### config.mk
export PLATFORM = sky130hd
export DESIGN_NAME = cfetch_sequencer_flat
export DESIGN_NICKNAME = d
export VERILOG_FILES = /design/src/rtl/cfetch_pkg.sv /design/src/rtl/cfetch_sequencer_if.sv /design/src/rtl/cfetch_sequencer.sv /design/src/flat_wrapper.sv
export SDC_FILE = /design/constraint.sdc
export NUM_CORES = 1
export LEC_CHECK = 0
export BUFFER_PORTS_ARGS = -buffer_cell sky130_fd_sc_hd__buf_2
export CAP_MARGIN = 30
export CORE_ASPECT_RATIO = 1.25
export CORE_UTILIZATION = 48
export DETAILED_ROUTE_END_ITERATION = 6
export PLACE_DENSITY = 0.84
export SYNTH_ARGS = -nofsm -noshare
export SYNTH_HDL_FRONTEND = slang
export SYNTH_SLANG_ARGS = --single-unit
### constraint.sdc
create_clock -name clk -period 1.88 [get_ports clk]
set_input_delay 0.282 -clock clk [delete_from_list [all_inputs] [get_ports clk]]
set_output_delay 0.282 -clock clk [all_outputs]
set_load 0.1 [all_outputs]
### src/rtl/cfetch_pkg.sv
// Shared types and constants for the compressed-instruction fetch sequencer.
package cfetch_pkg;

    typedef enum logic [1:0] {
        FETCH = 2'd0,
        WAIT  = 2'd1,
        ISSUE = 2'd2,
        DRAIN = 2'd3
    } fetch_state_t;

    localparam int HALF_W = 16;
    localparam int WORD_W = 32;

    // Low two bits of a halfword that mark a full 32-bit (non-compressed) encoding.
    localparam logic [1:0] NONC_OPCODE = 2'b11;

    function automatic logic is_noncompressed(input logic [HALF_W-1:0] hw);
        return hw[1:0] == NONC_OPCODE;
    endfunction

endpackage

### src/rtl/cfetch_sequencer_if.sv
// Memory, decoder and redirect signals of the fetch sequencer, bundled into one interface.
interface cfetch_sequencer_if
    import cfetch_pkg::*;
#(
    parameter int PC_W = 16
) ();

    // Instruction memory request/response
    logic              imem_req_valid;
    logic              imem_req_ready;
    logic [PC_W-1:0]   imem_addr;
    logic              imem_rsp_valid;
    logic [WORD_W-1:0] imem_rdata;

    // Decoder handshake
    logic              instr_valid;
    logic              instr_ready;
    logic [HALF_W-1:0] instr;
    logic [PC_W-1:0]   instr_pc;
    logic              instr_illegal;

    // Branch resolution
    logic              redirect_valid;
    logic [PC_W-1:0]   redirect_pc;

    // Sequencer side
    modport master (
        output imem_req_valid, imem_addr,
        input  imem_req_ready, imem_rsp_valid, imem_rdata,
        output instr_valid, instr, instr_pc, instr_illegal,
        input  instr_ready,
        input  redirect_valid, redirect_pc
    );

    // Memory / decoder / branch-unit side
    modport slave (
        input  imem_req_valid, imem_addr,
        output imem_req_ready, imem_rsp_valid, imem_rdata,
        input  instr_valid, instr, instr_pc, instr_illegal,
        output instr_ready,
        output redirect_valid, redirect_pc
    );

endinterface

### src/rtl/cfetch_sequencer.sv
// Fetch sequencer: reads 32-bit words, issues their two 16-bit halves to the
// decoder one at a time, and restarts on branch redirects (draining any
// outstanding read whose data is no longer wanted).
module cfetch_sequencer
    import cfetch_pkg::*;
#(
    parameter int              PC_W     = 16,
    parameter logic [PC_W-1:0] RESET_PC = '0
) (
    input  logic clk,
    input  logic reset,
    cfetch_sequencer_if.master bus
);

    fetch_state_t      state_q, state_d;
    logic [PC_W-1:0]   pc_q, pc_d;
    logic [WORD_W-1:0] buf_q, buf_d;
    logic              half_sel_q, half_sel_d;
    logic [PC_W-1:0]   redirect_tgt;
    logic [HALF_W-1:0] cur_half;

    // Redirect target with bit 0 forced to zero (halfword aligned).
    assign redirect_tgt = bus.redirect_pc & ~PC_W'(1);

    // Halfword currently presented to the decoder.
    assign cur_half = half_sel_q ? buf_q[WORD_W-1:HALF_W] : buf_q[HALF_W-1:0];

    assign bus.imem_req_valid = (state_q == FETCH) && !reset;
    assign bus.imem_addr      = {pc_q[PC_W-1:2], 2'b00};
    assign bus.instr_valid    = (state_q == ISSUE);
    assign bus.instr          = cur_half;
    assign bus.instr_pc       = pc_q;
    assign bus.instr_illegal  = is_noncompressed(cur_half);

    // State, pc, word buffer and half select registers.
    always_ff @(posedge clk or posedge reset) begin
        if (reset) begin
            state_q    <= FETCH;
            pc_q       <= RESET_PC;
            buf_q      <= '0;
            half_sel_q <= 1'b0;
        end else begin
            state_q    <= state_d;
            pc_q       <= pc_d;
            buf_q      <= buf_d;
            half_sel_q <= half_sel_d;
        end
    end

    // Next-state logic; a redirect overrides every other event in each state.
    always_comb begin
        state_d    = state_q;
        pc_d       = pc_q;
        buf_d      = buf_q;
        half_sel_d = half_sel_q;

        case (state_q)
            FETCH: begin
                if (bus.redirect_valid) begin
                    pc_d = redirect_tgt;
                    // A request granted this cycle carries the old address.
                    state_d = bus.imem_req_ready ? DRAIN : FETCH;
                end else if (bus.imem_req_ready) begin
                    state_d = WAIT;
                end
            end

            WAIT: begin
                if (bus.redirect_valid) begin
                    pc_d    = redirect_tgt;
                    state_d = bus.imem_rsp_valid ? FETCH : DRAIN;
                end else if (bus.imem_rsp_valid) begin
                    buf_d      = bus.imem_rdata;
                    half_sel_d = pc_q[1];
                    state_d    = ISSUE;
                end
            end

            ISSUE: begin
                if (bus.redirect_valid) begin
                    // Any same-cycle decoder handshake is discarded.
                    pc_d    = redirect_tgt;
                    state_d = FETCH;
                end else if (bus.instr_ready) begin
                    pc_d = pc_q + PC_W'(2);
                    if (!half_sel_q) begin
                        half_sel_d = 1'b1;
                    end else begin
                        state_d = FETCH;
                    end
                end
            end

            DRAIN: begin
                if (bus.redirect_valid) begin
                    pc_d = redirect_tgt;
                end
                if (bus.imem_rsp_valid) begin
                    state_d = FETCH;
                end
            end

            default: state_d = FETCH;
        endcase
    end

endmodule

### src/flat_wrapper.sv
// flat-port wrapper written by rule: the top's interface ports become plain ports
module cfetch_sequencer_flat import cfetch_pkg::*;
#(
    parameter int              PC_W     = 16,
    parameter logic [PC_W-1:0] RESET_PC = '0
)
  (clk, reset, bus_imem_req_valid, bus_imem_addr, bus_imem_req_ready, bus_imem_rsp_valid, bus_imem_rdata, bus_instr_valid, bus_instr, bus_instr_pc, bus_instr_illegal, bus_instr_ready, bus_redirect_valid, bus_redirect_pc);
  cfetch_sequencer_if #(.PC_W(PC_W)) bus_i ();
  input  logic clk;
  input  logic reset;
  output wire logic [$bits(bus_i.imem_req_valid)-1:0] bus_imem_req_valid;
  output wire logic [$bits(bus_i.imem_addr)-1:0] bus_imem_addr;
  input wire logic [$bits(bus_i.imem_req_ready)-1:0] bus_imem_req_ready;
  input wire logic [$bits(bus_i.imem_rsp_valid)-1:0] bus_imem_rsp_valid;
  input wire logic [$bits(bus_i.imem_rdata)-1:0] bus_imem_rdata;
  output wire logic [$bits(bus_i.instr_valid)-1:0] bus_instr_valid;
  output wire logic [$bits(bus_i.instr)-1:0] bus_instr;
  output wire logic [$bits(bus_i.instr_pc)-1:0] bus_instr_pc;
  output wire logic [$bits(bus_i.instr_illegal)-1:0] bus_instr_illegal;
  input wire logic [$bits(bus_i.instr_ready)-1:0] bus_instr_ready;
  input wire logic [$bits(bus_i.redirect_valid)-1:0] bus_redirect_valid;
  input wire logic [$bits(bus_i.redirect_pc)-1:0] bus_redirect_pc;
  assign bus_imem_req_valid = bus_i.imem_req_valid;
  assign bus_imem_addr = bus_i.imem_addr;
  assign bus_i.imem_req_ready = bus_imem_req_ready;
  assign bus_i.imem_rsp_valid = bus_imem_rsp_valid;
  assign bus_i.imem_rdata = bus_imem_rdata;
  assign bus_instr_valid = bus_i.instr_valid;
  assign bus_instr = bus_i.instr;
  assign bus_instr_pc = bus_i.instr_pc;
  assign bus_instr_illegal = bus_i.instr_illegal;
  assign bus_i.instr_ready = bus_instr_ready;
  assign bus_i.redirect_valid = bus_redirect_valid;
  assign bus_i.redirect_pc = bus_redirect_pc;
  cfetch_sequencer #(.PC_W(PC_W), .RESET_PC(RESET_PC)) u_core (.clk(clk), .reset(reset), .bus(bus_i));
endmodule
# Word level (Yosys, flattened, before mapping)
# Cells that the tools add are included.
# word_totals
inputBits	54
out_inout_bits	51
elab_cells	50
register_bits	51
# op_classes
n_bitwise	1
addsub	1
eq_ne	14
reduce_logical	9
mux	21
# ops
op	n
$mux W16	4
$pmux W16 S2	1
$mux W2	10
$add A16 B2 Y16 const B	1
$reduce_and A5 Y1	2
$ne A2 B2 Y1 const B	4
$pmux W2 S4	1
$eq A2 B2 Y1 const B	3
$ne A3 B1 Y1 const B	2
$ne A3 B3 Y1 const B	2
$mux W1	4
$ne A2 B1 Y1 const B	2
$reduce_and A3 Y1	1
$reduce_or A3 Y1	1
$eq A2 B1 Y1 const B	1
$logic_not A2 Y1	1
$pmux W1 S2	1
$reduce_and A2 Y1	1
$reduce_bool A2 Y1	1
$logic_and A1 B1 Y1	1
$logic_not A1 Y1	1
$not A1 Y1	1

# Longest topological paths before layout
# Gate-level depths: netlist of run 1.
# depth
depth_word	4
mapped_depth	7

# Worst setup path before layout of run 1
# Ideal clock, no wire load.
# synth_path
kind	register to output
start	register u_core.state_q[0]
end	output bus_imem_req_valid
path_slack_ps	-1005
arrival_time_ps	2603
required_ps	1598
path_stages_with_launch	3
cell_sequence	dfrtp_1 clkbuf_1 nor3_1
# synth_via
elab_chain_cells	2
# synth_lines
element	line	text
from (decl)	cfetch_sequencer.sv:15	fetch_state_t state_q, state_d;
from (signal assigned)	cfetch_sequencer.sv:43	state_q <= state_d;
$logic_not A2 Y1	cfetch_sequencer.sv:28	assign bus.imem_req_valid = (state_q == FETCH) && !reset;
$logic_and A1 B1 Y1	cfetch_sequencer.sv:28	
to (decl)	flat_wrapper.sv:11	output wire logic [$bits(bus_i.imem_req_valid)-1:0] bus_imem_req_valid;
# No other way between the ends.

# Worst setup path in the final report of run 1
# layout_path
start	register u_core.half_sel_q
end	output bus_instr[5]
# layout_via
elab_chain_cells	1
# layout_lines
element	line	text
from (decl)	cfetch_sequencer.sv:18	logic half_sel_q, half_sel_d;
from (signal assigned)	cfetch_sequencer.sv:46	half_sel_q <= half_sel_d;
$mux W16	cfetch_sequencer.sv:26	assign cur_half = half_sel_q ? buf_q[WORD_W-1:HALF_W] : buf_q[HALF_W-1:0];
to (decl)	flat_wrapper.sv:17	output wire logic [$bits(bus_i.instr)-1:0] bus_instr;
# No other way between the ends.

==> results.txt, run 1 <==
The first routing iteration left 80 violations. The initial antenna violation count is 0. The class of the tightest hold or removal check is in -> reg. The sum of met3 wire segment lengths after detailed routing came out at 392 microns. Dividing the detail-routed wire length by the instance count gives 13.8 microns. In the final design database the tool counted 363 nets. Summing all placed instances gives a cell area of 3100 sq um. The met1 wire length came out at 2020 microns. The top cell types in the final layout, fill and taps aside, are sky130_fd_sc_hd__buf_2, sky130_fd_sc_hd__dfrtp_1, sky130_fd_sc_hd__mux2_1.

In this run the biggest area consumer among cell types represents 48.9% of the synthesized area. The average cell area after synthesis came out at 11.5 sq um. The fraction of the core area covered by cells at the end of the flow is 63.4%.

The clock insertion delay at the later pin of the skew report is 0.31 ns. The number of inserted filler cells in the final layout came out at 419. The number of slew-limit violations in the final report came out at 0.

The maximum buffer depth of the clock tree is 2. The area added between synthesis and finish is 26.9%. For this run, the number of Yosys warnings is 0. The first global-routing pass estimated 8340 microns of wire. The share of async-settable or async-resettable flops after synthesis came out at 100%. STA classifies the critical path endpoint as an output port. The number of flops mapped to enable cells by yosys came out at 0. The sequential share of the synthesized area is 48.9%. The clock-pin transition on the worst setup and hold timing paths came out at 0.09 ns. The ratio of cells with drive above 1 in the final layout came out at 48.5%.

With fillers left out, the area of the finished cells amounts to 3240 sq um. The boundary pin count came out at 105. Once detailed placement completed, the half-perimeter wirelength came to 3710 microns. The die is 67.3 microns wide. Yosys mapped the design onto 35 distinct sky130hd cell types. Once detail routing completed, the nets flagged for antenna violations numbered 0. The maximum clock frequency came out at 0.546 GHz. The number of global-route vias before repair came out at 1929.

The multi-input combinational cells in the finished layout cover a total of 1110 sq um. Using the TritonRoute via totals, the vias-per-cell ratio works out to 5.16. The total via count in the routed design is 1916.

Max-cap violations in this run came to 0. The number of failing setup endpoints in the final timing report came out at 0. The maximum number of pins on one net before global-route repair came out at 44. After synthesis, the cell types taking the most area are sky130_fd_sc_hd__dfrtp_1, sky130_fd_sc_hd__mux2_1, sky130_fd_sc_hd__mux2_2.

sky130_fd_sc_hd__dfrtp_1 takes more of the synthesized area than any other cell. The worst setup path is launched from a register. The effective utilization at floorplan came out at 50.0%. The final period demand of the worst path is 1.83 ns. The post-route DRC violation count is 0.

The H-tree was split into 2 levels. The highest metal layer carrying signal wires in the routed design is met4. Data on the critical path is required at its endpoint by 1.60 ns. The flow ran to the end, and the final reports show no timing, DRC or antenna violations. The routed design has 5100 microns of wire.

The master cell of the clock root buffer is sky130_fd_sc_hd__clkbuf_8. The core outline area came out at 5120 sq um. Leaving out fill and tap cells, the most frequent cell in the layout is sky130_fd_sc_hd__buf_2. The final RePlAce weighted congestion came out at 0.729. The kind of critical path is reg -> out. The post-synthesis instance total came out at 222. The standard-cell row count came out at 29. The total met2 wirelength after detailed routing is 2580 microns. On the final layout, the worst clock skew is 0.00743 ns. The antenna cell count is 0.

The number of synthesized register bits came out at 50. The number of buffers added on ports came out at 100. The TritonCTS sink count is 50.

The most used flip-flop cell after synthesis is sky130_fd_sc_hd__dfrtp_1. In the final layout, flip-flops and latches occupy 1270 sq um. The post-synth design cell area came out at 2560 sq um. The final period utilization is 97.5%.

The arrival time at the worst endpoint is 1.55 ns. The worst hold slack is 0.180 ns. TritonCTS built the clock tree. Summed over all layers, the global routing overflow is 0. The global routing usage summed across all routing layers is 19.5%. The area of the die came out at 5620 sq um. The die extent in y is 83.6 microns.

Before antenna repair, the detailed router went through 4 iterations. The maximum fanout along the worst path came out at 13. The number of hold-slack violations in the final timing report is 0. The number of buffers created by CTS came out at 5.
==> critical path: stages, from the launching register on <==
cell and delay [ns]:
sky130_fd_sc_hd__dfrtp_2 0.46, sky130_fd_sc_hd__buf_12 0.17, sky130_fd_sc_hd__mux2_2 0.34, sky130_fd_sc_hd__clkbuf_4 0.28
==> timing repair <==
action / 4_1_cts / 5_1_grt
resized for setup: 8 / 5
setup buffers: 0 / 0
setup endpoints to repair: 11 / 4
pin swaps: 0 / 0
endpoints found under the hold margin: 7 / 0
hold buffers: 1 / 0
==> final cells by class <==
cell class	instances	area share, %
sequential	50	39.1
multi-input combinational	138	34.2
timing repair buffer	105	20.1
tap	62	2.39
clock buffer	6	2.24
clock inverter	2	1.16
inverter	8	0.926
==> worst paths after layout <==
| kind | startpoint | to | slack [ns] | depth (start not counted) |
|---|---|---|---|---|
| max | u_core.half_sel_q | bus_instr[5] | 0.05 | 3 |
| min | bus_imem_rdata[12] | u_core.buf_q[12] | 0.18 | 2 |
| max reg2reg | u_core.state_q[0] | u_core.bus.instr_pc[4] | 0.24 | 4 |
| min reg2reg | u_core.buf_q[3] | u_core.buf_q[3] | 0.49 | 1 |
| max in group asynchronous | reset | u_core.half_sel_q | 0.93 | 4 |
| min in group asynchronous | reset | u_core.bus.instr_pc[13] | 0.46 | 3 |
==> sequential cells by signal, indices dropped and copies added (netlist names) <==
register,cells
u_core.half_sel_q,1
u_core.buf_q,32
u_core.state_q,2
u_core.bus.instr_pc,15
==> metrics by stage <==
stage          setup slack, ns   TNS, ns  instances
2_1_floorplan           -0.172    -0.172        224
3_3_place_gp             0.257         0        362
3_5_place_dp             0.252         0        362
4_1_cts                0.00295         0        371
5_1_grt               -0.00496  -0.00496        371
6_report                0.0469         0        371
==> logic make-up (layout without fill, tap and decap cells) <==
logic type | after synthesis | after routing | synth area share (%)
compound gates | 17 | 17 | 4.11
xor+xnor | 12 | 12 | 4.11
fa+ha+maj | 1 | 1 | 0.489
buf+inv | 36 | 121 | 8.37
flops | 50 | 50 | 48.9
mux | 52 | 52 | 22.8
other cells | 1 | 3 | 0.147
simple gates | 53 | 53 | 11.0
==> cells in the mapped netlist (2+ instances only) <==
| library cell | count |
|---|---|
| sky130_fd_sc_hd__dfrtp_1 | 50 |
| sky130_fd_sc_hd__mux2_1 | 32 |
| sky130_fd_sc_hd__buf_4 | 20 |
| sky130_fd_sc_hd__mux2_2 | 18 |
| sky130_fd_sc_hd__nand2_1 | 17 |
| sky130_fd_sc_hd__nor2_1 | 9 |
| sky130_fd_sc_hd__xnor2_1 | 9 |
| sky130_fd_sc_hd__nor3_1 | 8 |
| sky130_fd_sc_hd__o21ai_1 | 8 |
| sky130_fd_sc_hd__inv_1 | 7 |
| sky130_fd_sc_hd__nand3_1 | 6 |
| sky130_fd_sc_hd__clkbuf_1 | 5 |
| sky130_fd_sc_hd__buf_2 | 3 |
| sky130_fd_sc_hd__nand4_1 | 3 |
| sky130_fd_sc_hd__xor2_1 | 3 |
| sky130_fd_sc_hd__a21oi_1 | 2 |
| sky130_fd_sc_hd__mux2i_1 | 2 |
| sky130_fd_sc_hd__nor4_1 | 2 |
| sky130_fd_sc_hd__o21ai_0 | 2 |
==> metal layers <==
metal,vias up,GRT usage [%]
met2,81,34.6
met1,907,20.4
li1,918,-
met3,10,6.56
met4,0,7.16
met5,-,0
Power of run 1 is left out: the tool's default activity adds up to more than one toggle a clock period on the data nets, which glitch-free logic cannot reach.
==> inputs of run 2 (changes only) <==
==> constraint.sdc (replaced) <==
create_clock -name clk -period 1.88 [get_ports clk]
set_input_delay 0.376 -clock clk [delete_from_list [all_inputs] [get_ports clk]]
set_output_delay 0.376 -clock clk [all_outputs]
set_load 0.1 [all_outputs]
==> results.txt, run 2 (synthesized netlist as in run 1, its figures left out) <==
The number of buffers added on ports came to 100 (unchanged). The total via count in the routed design is 1953 (+1.9%). The wire length of the first global-routing pass is 8650 microns (+3.7%). The maximum clock frequency came to 0.530 GHz (-2.9%). The arrival time at the worst endpoint came out at 1.51 ns (-0.04 ns). The number of global-route vias before repair came out at 1936 (+0.36%). The clock insertion delay at the later pin of the skew report is 0.29 ns (-0.02 ns). The number of nets in the final layout is 366 (+0.83%). The final setup skew came out at 0.00667 ns (-0.000768 ns). The maximum buffer depth of the clock tree is 2 (unchanged). The worst setup slack after layout is -0.00730 ns (-0.0542 ns). In this run the clock root is driven by a sky130_fd_sc_hd__clkbuf_8. The core outline area came to 5120 sq um (unchanged).

The number of buffers created by CTS is 5 (unchanged). The number of iterations in the first detailed-routing pass is 4 (unchanged). The number of maximum-capacitance violations came out at 0 (unchanged). The vias per cell was 5.22 (+1.1%). Counting stages on the worst path, the most repeated cell is sky130_fd_sc_hd__buf_12. The initial antenna violation count came out at 0 (unchanged). The global routing met2 resource utilization is 34.4% (-0.27 points). Setup repair after global routing could not meet its margin everywhere. The class of the tightest hold or removal check is in -> async.

The antenna cell count is 0 (unchanged). The global routing usage on met1 is 23.5% (+3.1 points). The maximum cell stage delay along the critical path is 0.41 ns (-0.05 ns). The global routing usage summed across all routing layers is 20.0% (+0.49 points). The area added between synthesis and finish came out at 35.7%. The number of levels the H-tree was split into came out at 2 (unchanged). The number of buffer and inverter instances along the worst setup path was 2 (unchanged).

The fraction of the core area covered by cells at the end of the flow is 67.8% (+4.4 points). The die extent in y came to 83.6 microns (unchanged). The width of the die came out at 67.3 microns (unchanged). The flip-flop count of the largest register, all copies and words added is 32 (unchanged). The number of nets with antenna violations after detailed routing is 0 (unchanged). The ratio of cells with drive above 1 in the final layout was 49.0% (+0.49 points). The met3 usage was 6.42% (-0.14 points). The CTS tree is done. The clock-pin transition on the worst setup and hold timing paths is 0.09 ns (about the same). STA classifies the critical path endpoint as an output port. The number of failing setup endpoints in the final timing report is 1 (+1). met2 is the most crowded layer.

The detailed placement HPWL is 4070 microns (+9.8%). The library cell used most frequently in the layout, excluding fill and tap cells, is sky130_fd_sc_hd__buf_2. The standard-cell row count is 29 (unchanged). The kind of launch point of the worst setup path is a register.

The final period utilization came out at 100% (+2.9 points). The boundary pin count is 105 (unchanged). The final RePlAce weighted congestion is 0.799 (+9.6%).

The detailed-route wire length per cell came out at 14.8 microns (+7.9%). The required time at the worst-slack endpoint was 1.50 ns (-0.10 ns). The final period demand of the worst path came to 1.89 ns (+0.0542 ns). The wire length after detailed routing came out at 5550 microns (+8.7%). The flow ran to the end, but the final reports show violations. The DRC violation total after the first TritonRoute iteration is 67 (-16%). The checks that failed: negative setup slack. The maximum fanout along the worst path is 16 (+3). The residual overflow from global routing came out at 0 (unchanged). Walking the worst path, the cells encountered are buf_12 -> mux2_4 -> and2_4 -> buf_12. The worst setup path is of the reg -> out kind. The category of cells accounting for the largest share of critical-path delay is flip-flops. The number of inserted filler cells in the final layout is 384 (-8.4%).

The TritonCTS sink count came out at 50 (unchanged). u_core.buf_q holds more flip-flops than any other register. The area of the die is 5620 sq um (unchanged). The number of hold-slack violations in the final timing report came out at 0 (unchanged). The number of slew-limit violations in the final report is 0 (unchanged). For this design, the slowest cell found on the critical path is sky130_fd_sc_hd__dfrtp_1. Leaving out fill and tap cells, the most frequent cells in the layout are sky130_fd_sc_hd__buf_2, sky130_fd_sc_hd__dfrtp_1, sky130_fd_sc_hd__mux2_1. The maximum number of pins on one net before global-route repair came out at 39 (-11%). The effective utilization at floorplan is 50.0% (unchanged).

The post-route DRC violation count was 0 (unchanged).
[run 2: routing by layer]
layer  share of wire [%]  vias up
met5                   0        -
met4                0.88        0
met3                 7.4        6
met2                  52       86
met1                  40      936
li1                    -      925
[run 2: stage by stage]
| step | hold WS, ns | worst slack [ns] | std cells | cell area, sq um | TNS [ns] |
|---|---|---|---|---|---|
| after floorplan | 0.452 | -0.266 | 224 | 2600 | -0.266 |
| after global placement | 0.352 | 0.311 | 362 | 3310 | 0 |
| after detailed placement | 0.357 | 0.275 | 362 | 3310 | 0 |
| after CTS | 0.0301 | -0.0196 | 374 | 3440 | -0.0196 |
| after global routing | 0.0446 | -0.0485 | 374 | 3470 | -0.125 |
| final | 0.0261 | -0.00730 | 374 | 3470 | -0.00730 |
[run 2: layout make-up]
cell class / count / area [sq um] / area share [%]
timing repair buffer: 108 / 871 / 25.1
sequential: 50 / 1270 / 36.5
clock inverter: 2 / 13.8 / 0.397
multi-input combinational: 138 / 1140 / 32.8
inverter: 8 / 30.0 / 0.865
tap: 62 / 77.6 / 2.24
clock buffer: 6 / 72.6 / 2.09
[run 2: worst paths after layout]
check,slack [ns],cells past startpoint,endpoint,from
max,-0.007,4,bus_instr_illegal,u_core.half_sel_q
min,0.03,2,u_core.buf_q[17],reset
max reg2reg,0.26,5,u_core.bus.instr_pc[13],u_core.bus.instr_pc[1]
min reg2reg,0.49,1,u_core.buf_q[10],u_core.buf_q[10]
max in group asynchronous,1.35,3,u_core.bus.instr_pc[2],reset
min in group clk,0.29,2,u_core.buf_q[10],bus_imem_rdata[10]
[run 2: what timing repair did]
item / CTS / global route
setup endpoints to repair: 1 / 9
buffers inserted: 4 / 0
pin swaps: 1 / 0
resized for setup: 0 / 8
hold buffers: 0 / 0
gates cloned: 0 / 0
Power of run 2 is left out for the same reason.
==> inputs of run 3 (changes only) <==
==> constraint.sdc (replaced) <==
create_clock -name clk -period 1.88 [get_ports clk]
set_input_delay 0.376 -clock clk [delete_from_list [all_inputs] [get_ports clk]]
set_output_delay 0.376 -clock clk [all_outputs]
set_load 0.05 [all_outputs]
==> results.txt, run 3 (synthesized netlist as in run 1, its figures left out) <==
The run finished with clean final reports. The endpoint identified for the worst register-to-register timing path is u_core.bus.instr_pc[13]. The ratio of cells with drive above 1 in the final layout came out at 45.0% (-4.0 points). The top register by number of flip-flops is u_core.buf_q. The kind of critical path is reg -> out. Power comes to 5.20 mW. The tightest min-delay check is of the in -> async type. The number of hold-slack violations in the final timing report is 0 (unchanged). The die extent in y came out at 83.6 microns (unchanged).

The area growth from synthesis to layout is 23.4%. The final setup skew came to 0.00391 ns (-0.00275 ns). The worst setup slack after layout is 0.0520 ns (+0.0593 ns).

The detailed-route wire length per cell is 13.3 microns (-11%). The number of buffers created by CTS is 5 (unchanged). The worst ir drop on vdd came out at 1.59 mV. The maximum fanout along the worst path came to 7 (-9). The worst setup path is launched from a register. The number of slew-limit violations in the final report was 0 (unchanged). The length in cells of the worst reg-to-reg path was 5 (unchanged).

The number of levels the H-tree was split into is 2 (unchanged). The first element of the critical path is u_core.half_sel_q. The effective utilization at floorplan is 50.0% (unchanged). The number of maximum-capacitance violations is 0 (unchanged).

The core outline area is 5120 sq um (unchanged). The end point of the critical path is bus_instr[10]. The clock insertion delay at the later pin of the skew report came out at 0.30 ns (about the same). The total via count in the routed design came to 1928 (-1.3%).

The final total negative setup slack is 0 ns (+0.00730 ns). The global routing usage summed across all routing layers came out at 18.3% (-1.6 points). The area of the die is 5620 sq um (unchanged). The worst hold slack came out at 0.0548 ns (+0.0287 ns). The number of iterations in the first detailed-routing pass is 4 (unchanged).

Setup repair after global routing left no endpoint under its margin. The number of failing setup endpoints in the final timing report is 0 (-1). The initial antenna violation count is 0 (unchanged). The clock-pin transition on the worst setup and hold timing paths is 0.09 ns (about the same). The vias per cell came out at 5.14 (-1.5%). The number of nets in the final layout came to 367 (+0.27%). The setup slack at placement is 0.258 ns (-0.0175 ns). The master cell of the clock root buffer is sky130_fd_sc_hd__clkbuf_8. The residual overflow from global routing came out at 0 (unchanged). In this run, the combinational gates consume 51.8% of the power. The proportion of power drawn by the clock network is 14.4%. The maximum clock frequency came out at 0.547 GHz (+3.2%).

The arrival time at the worst endpoint was 1.45 ns (-0.06 ns). The net switching component of the power is 2.45 mW. The post-route DRC violation count came out at 0 (unchanged). The part of the total power dissipated in sequential elements is 33.8%. TritonCTS built the clock tree.

The number of buffers added on ports is 100 (unchanged). The boundary pin count is 105 (unchanged). The DRC violation total after the first TritonRoute iteration is 28 (-58%). For this design the static power due to leakage is 1.54 nW. The number of nets with antenna violations after detailed routing is 0 (unchanged). The standard-cell row count came out at 29 (unchanged).

The maximum buffer depth of the clock tree came out at 2 (unchanged). The worst setup path is captured at an output port. The maximum number of pins on one net before global-route repair was 35 (-10%). The wire length after detailed routing is 4970 microns (-10%).

The required time at the worst-slack endpoint was 1.50 ns (about the same). The TritonCTS sink count came out at 50 (unchanged). The wire length of the first global-routing pass came out at 7830 microns (-9.5%).

Internal power comes to 2.76 mW. The final period demand of the worst path is 1.83 ns (-0.0593 ns). The antenna cell count came to 0 (unchanged). The library cell used most frequently in the layout, excluding fill and tap cells, is sky130_fd_sc_hd__buf_2.

The final period utilization came out at 97.2% (-3.2 points). The startpoint of the lowest-slack register-to-register path is u_core.bus.instr_pc[1]. The number of global-route vias before repair came out at 1777 (-8.2%).

The post-CTS setup-driven buffer insertion count came to 0 (-4). The switching part of the total power came out at 47.0%. The flip-flop count of the largest register, all copies and words added came out at 32 (unchanged). Leaving out fill and tap cells, the most frequent cells in the layout are sky130_fd_sc_hd__buf_2, sky130_fd_sc_hd__dfrtp_1, sky130_fd_sc_hd__mux2_1. The worst reg-to-reg setup slack is 0.26 ns (about the same).

The width of the die came to 67.3 microns (unchanged). The detailed placement HPWL came out at 3800 microns (-6.8%). The power per cell area is 1650 nW/um^2. The final RePlAce weighted congestion was 0.744 (-6.9%).
## run 3: cell type report
class | instances | area (sq um)
inverters | 8 | 30.0
flip-flops and latches | 50 | 1250
clock buffers | 6 | 72.6
well taps | 62 | 77.6
multi-input cells | 138 | 1100
clock inverters | 2 | 37.5
repair buffers | 109 | 581
fillers | 427 | 1960
## run 3: worst min path at each step
stage               slack [ns]                end
global placement          0.38  u_core.state_q[0]
CTS                       0.06   u_core.buf_q[20]
finish                    0.05   u_core.buf_q[25]
global route              0.08  u_core.state_q[1]
detailed placement        0.39  u_core.half_sel_q
floorplan                 0.45   u_core.buf_q[16]
## run 3: per-stage QoR
stage | cell area (sq um) | util (%) | cells
floorplan | 2570 | - | 224
global placement | 3040 | 59.5 | 367
detailed placement | 3040 | 59.5 | 367
CTS | 3150 | 61.7 | 375
global route | 3150 | 61.7 | 375
finish | 3150 | 61.7 | 375
## run 3: timing repair
action                                  in CTS  in global routing
hold buffers                                 0                  0
endpoints found under the setup margin       7                  0
resized for setup                            1                  0
## run 3: per-layer routing
metal  part of all wire [%]  GRT usage (%)  up-vias
met2                     51           31.5       79
met1                     41           22.0      920
met4                    1.1           4.64        0
li1                       -              -      923
met5                      0              0        -
met3                    7.1           5.05        6
## run 3: critical path: stages (launching register included)
cell	delay, ns
sky130_fd_sc_hd__dfrtp_2	0.42
sky130_fd_sc_hd__buf_4	0.17
sky130_fd_sc_hd__mux2_2	0.34
sky130_fd_sc_hd__buf_2	0.21
## run 3: power by group through the flow
stage | Combinational [mW] | Sequential, mW | Clock (mW)
2_1_floorplan | 2.13 | 1.80 | 0
3_3_place_gp | 2.68 | 1.74 | 0
3_5_place_dp | 2.71 | 1.78 | 0
4_1_cts | 2.72 | 1.77 | 0.772
5_1_grt | 2.83 | 1.82 | 0.808
6_report | 2.69 | 1.76 | 0.751
Note: power is estimated with default switching activity, not from simulation.
